File: src/rtl/prefix_adder.sv
// rtl/prefix_adder.sv - registered Kogge-Stone adder with carry-in and carry-out
module prefix_adder #(
  parameter int WIDTH = 8
) (
  input  logic             clk,
  input  logic             rst,
  input  logic [WIDTH-1:0] term0,
  input  logic [WIDTH-1:0] term1,
  input  logic             cin,
  output logic [WIDTH-1:0] sum,
  output logic             cout
);

  // Node j of the network stands for bit position j-1; node 0 carries cin as a generate.
  localparam int NODES  = WIDTH + 1;
  localparam int LEVELS = (NODES > 1) ? $clog2(NODES) : 1;

  logic [WIDTH-1:0] p;
  logic [NODES-1:0] g_cur, p_cur, g_nxt, p_nxt;
  logic [WIDTH-1:0] sum_next;
  logic             cout_next;

  assign p = term0 ^ term1;

  always_comb begin
    g_cur = {term0 & term1, cin};
    p_cur = {p, 1'b0};
    g_nxt = '0;
    p_nxt = '0;
    for (int k = 0; k < LEVELS; k++) begin
      for (int j = 0; j < NODES; j++) begin
        if (j >= (1 << k)) begin
          g_nxt[j] = g_cur[j] | (p_cur[j] & g_cur[j - (1 << k)]);
          p_nxt[j] = p_cur[j] & p_cur[j - (1 << k)];
        end else begin
          g_nxt[j] = g_cur[j];
          p_nxt[j] = p_cur[j];
        end
      end
      g_cur = g_nxt;
      p_cur = p_nxt;
    end
    // After the last level g_cur[j] is the group generate from position -1 up to j-1.
    sum_next  = p ^ g_cur[WIDTH-1:0];
    cout_next = g_cur[WIDTH];
  end

  always_ff @(posedge clk) begin
    if (rst) begin
      sum  <= '0;
      cout <= 1'b0;
    end else begin
      sum  <= sum_next;
      cout <= cout_next;
    end
  end

endmodule

File: config.mk
export PLATFORM = sky130hd
export DESIGN_NAME = prefix_adder
export DESIGN_NICKNAME = d
export VERILOG_FILES = /design/src/rtl/prefix_adder.sv
export SDC_FILE = /design/constraint.sdc
export NUM_CORES = 1
export LEC_CHECK = 0
export CAP_MARGIN = 30
export CORE_UTILIZATION = 41
export DETAILED_ROUTE_END_ITERATION = 10
export PLACE_DENSITY = 0.78
export SYNTH_ARGS = -nofsm -noshare
export SYNTH_HDL_FRONTEND = slang
export SYNTH_SLANG_ARGS = --single-unit
File: constraint.sdc
create_clock -name clk -period 2.73 [get_ports clk]
set_input_delay 0.546 -clock clk [delete_from_list [all_inputs] [get_ports clk]]
set_output_delay 0.546 -clock clk [all_outputs]
set_load 0.01 [all_outputs]
=== Word-level counts from Yosys, hierarchy flattened ===
Cells that the tools add are included.
W data, S select, Z words.

* Bitwise gates (word level): 58

{| class="wikitable"
|+ Operator list
! cell !! count
|-
| $and A1 B1 Y1 || 34
|-
| $or A1 B1 Y1 || 21
|-
| $xor A8 B8 Y8 || 2
|-
| $and A8 B8 Y8 || 1
|}

* Output and inout port bits: 9
* Register bits after elaboration: 9
* Input port bits: 19
* Logic and storage cells: 60

=== Longest topological paths before layout ===
* Word-level depth: 8
* Gate-level depth with buffers: 7
* Gate-level depth less buffers: 7

=== Worst setup path before layout ===
Ideal clock, no wire load.

* Kind: input -> register
* Start point: in term0[1]
* End point: reg sum[7]
* Stages: 6
* Setup slack: 0.816 ns
* Path buffers: 0
* Required time: 2.599 ns
* Library setup time: 0.131 ns
* Data arrival time: 1.783 ns
* Cells stage by stage: ha_1 -> nor2b_4 -> o31a_1 -> a221oi_2 -> mux2i_1 -> o21ai_0

* Longest elaborated chain between the ends: 7
* Elaborated cells between the ends (all ways): 10
* Those cells by class: bitwise: 10

{| class="wikitable"
|+ Ends and longest elaborated chain
! item !! RTL line !! RTL
|-
| from (decl) || 7 || <nowiki>input logic [WIDTH-1:0] term0,</nowiki>
|-
| $and A8 B8 Y8 / $xor A8 B8 Y8 (equally long branches) || 26, 23 ||
|-
| $and A1 B1 Y1 (on tied branches) || 33, 34 ||
|-
| $or A1 B1 Y1 / $and A1 B1 Y1 (equally long branches) || 33 || <nowiki>g_nxt[j] = g_cur[j] | (p_cur[j] & g_cur[j - (1 << k)]);</nowiki>
|-
| $or A1 B1 Y1 * || 33 ||
|-
| $and A1 B1 Y1 * || 33 ||
|-
| $or A1 B1 Y1 * || 33 ||
|-
| $xor A8 B8 Y8 * || 44 || <nowiki>sum_next = p ^ g_cur[WIDTH-1:0];</nowiki>
|-
| to (signal assigned) || 53 || <nowiki>sum <= sum_next;</nowiki>
|-
| to (decl) || 10 || <nowiki>output logic [WIDTH-1:0] sum,</nowiki>
|}

Every way passes the cells marked *; elsewhere a longest branch is shown, timed or not.
A chain may end at the register's enable or synchronous reset.

=== Worst setup path after layout ===
Same ends and word-level chain as after synthesis.

==> impl_metrics.ini <==
[drt]
dr.first_iter.drc_count = 3
firstDrtPassIters = 4
vias_per_cell = 5.08
drc = 0
avgRoutedWirePerCell_um = 10.3
postRouteAntennaNets = 0
vias = 554
drt_wl_total_mm = 1.13

[synthesis]
synthSimpleGateAreaFrac_pct = 18.9
synth_mux_area_share_pct = 3.47
synth_area_um2 = 577
synth.yosys.warnings = 0
synth_top_family_by_area = adder cells
synth-compound-area-share_pct = 18.0
ys_ff_latch = 9
syn_inst = 64
synth_cell_types = 29
synth_xor_area_share_pct = 3.04
seq_area_frac_synth_pct = 31.2
synth.avg_cell_area_um2 = 9.01
synthAdderAreaFrac_pct = 20.8
syn_nets = 92

[critical_path]
cp.required_ns = 2.87
cp_slowest_cell = clkdlybuf4s50_1
worstSetupPathDepth = 7
cp-startpoint = term0[1]
worstPathMaxFanout = 4
worst_setup_path_end_kind = register
crit_chain = clkdlybuf4s50_1, ha_1, nor2b_4, o31a_1, a221oi_2, mux2i_1, o21ai_0
worst_path_largest_cell_delay_ns = 0.40
worstPathArrival_ns = 2.32
critPathKind = in -> reg
cp_num_buf_inv = 1
path_delay_family = compound AO/OA/AOI/OAI gates
start_kind = primary input

[clocking]
cts-root-buf = clkbuf_4
postCtsSetupBuffers = 0
cts_hold_buf = 0
cts.repair.resized = 0
clock_path_buffers = 2
ctsHtreeMaxLevel = 1
clock-sinks = 9
clk_pin_slew_ns = 0.07
cts_tree = yes
numCtsBuffers = 3

[final_layout]
final_nets = 123
drive_gt1_share_pct = 6.38
diodes = 0
regArea_um2 = 180
fillCellCount = 119
area_delta_synth_final_pct = 54.0
multi_input_area_um2 = 370

[floorplan]
initial_core_util_pct = 44.3
io_pins = 28
fp-row-count = 13
core_area_um2 = 1300
die_w_um = 39.5
die_height_um = 39.5
dieArea_um2 = 1560

[timing]
final.min_clock_period_ns = 2.17
rsz0062_at_grt = false
fin_setup_tns_ns = 0
worst_pin_slew_ns = 0.458
slew_headroom_pct = 69.5
hold_viol_final = 0
finalSetupViolations = 0
finalCritPeriodShare_pct = 79.5
fmax_mhz = 461
slew_violations = 0
fin_ws_ns = 0.559

[global_routing]
grtUsageTotal_pct = 17.5
gr-total-overflow = 0
grt_start_max_net_pins = 12
grt_pass1_wl_mm = 1.78
grt_pass1_vias = 462
antenna_found_initial = 0

[power_and_ir_drop]
ir_drop_mv = 0.233
p_leak_nw = 0.387
power.density_nw_per_um2 = 458

[min_path]
min_delay_path_depth = 4
worstHoldPathType = in -> reg
hp-start = cin

[placement]
numPortBuffers = 27
dp_hpwl_um = 947
place_ws_ns = 0.290
gp_congestion = 0.769

[status]
outcome = complete, no violations

[run]
max_cap_viol_count = 0
[kinds of logic (layout without fill, tap and decap cells)]
kind of cell    after synthesis  after routing
simple gates                 20             20
compound gates               15             15
fa+ha+maj                     9              9
flops                         9              9
buf+inv                       7             37
xor+xnor                      2              2
mux                           2              2
[report_power, final]
part / internal, mW / switching (mW)
Clock: 0.0565 / 0.0506
Sequential: 0.148 / 0.00366
Combinational: 0.0865 / 0.0623
[metal layers]
| metal | GRT usage, % | vias to the layer above | part of all wire, % |
|---|---|---|---|
| li1 | - | 288 | - |
| met1 | 21.2 | 245 | 47 |
| met2 | 27.9 | 19 | 47 |
| met3 | 1.70 | 2 | 4.2 |
| met4 | 12.9 | 0 | 1.4 |
| met5 | 0 | - | 0 |
[sequential cells by signal, indices dropped and copies added (netlist names)]
name	flops
sum	8
cout	1
[synthesized netlist by cell type, drive strengths merged]
master	instances	share of area, %
ha	8	17
o32ai	1	1.5
nand3	3	2.6
or2	1	1.1
o21a	1	1.3
nor3b	1	1.3
fa	1	3.5
o31a	1	1.5
nor2b	2	3.5
dfxtp	9	31
and2	1	1.1
xor2	1	1.5
o21ai	3	2.6
a21oi	5	4.3
nor2	5	3.3
nor3	3	2.6
a211oi	1	1.3
mux2i	2	3.5
nand2	2	1.3
a21o	1	1.3
clkbuf	1	0.65
xnor2	1	1.5
nand4	1	1.1
a221oi	2	4.1
nand2b	1	1.1
inv	6	3.9
[cell type report]
cell class | count | area share, %
Clock buffer | 4 | 2.96
Inverter | 6 | 2.54
Multi-Input combinational cell | 48 | 41.7
Sequential cell | 9 | 20.3
Tap cell | 15 | 2.11
Timing Repair Buffer | 27 | 30.4
[path summary, 6_finish.rpt]
kind / endpoint
worst max-delay path: sum[7]
worst min-delay path: sum[0]
[cells in the final DEF, fill, tap and decap left out, drive strengths merged]
cell type and n:
a211oi 1, a21o 1, a21oi 5, a221oi 2, and2 1, clkbuf 4
clkdlybuf4s50 27, dfxtp 9, fa 1, ha 8, inv 6, mux2i 2
nand2 2, nand2b 1, nand3 3, nand4 1, nor2 5, nor2b 2
nor3 3, nor3b 1, o21a 1, o21ai 3, o31a 1, o32ai 1
or2 1, xnor2 1, xor2 1
[metrics by stage]
stage	hold WS, ns	instance area (µm²)	std cells	total power, mW	util (%)
floorplan	0.781	577	64	0.234	-
finish	1.03	888	109	0.407	68.3
detailed placement	1.28	862	105	0.303	66.3
CTS	1.02	888	109	0.409	68.3
global placement	1.28	862	105	0.300	66.3
global route	1.05	888	109	0.434	68.3
Note: power is estimated with default switching activity, not from simulation.
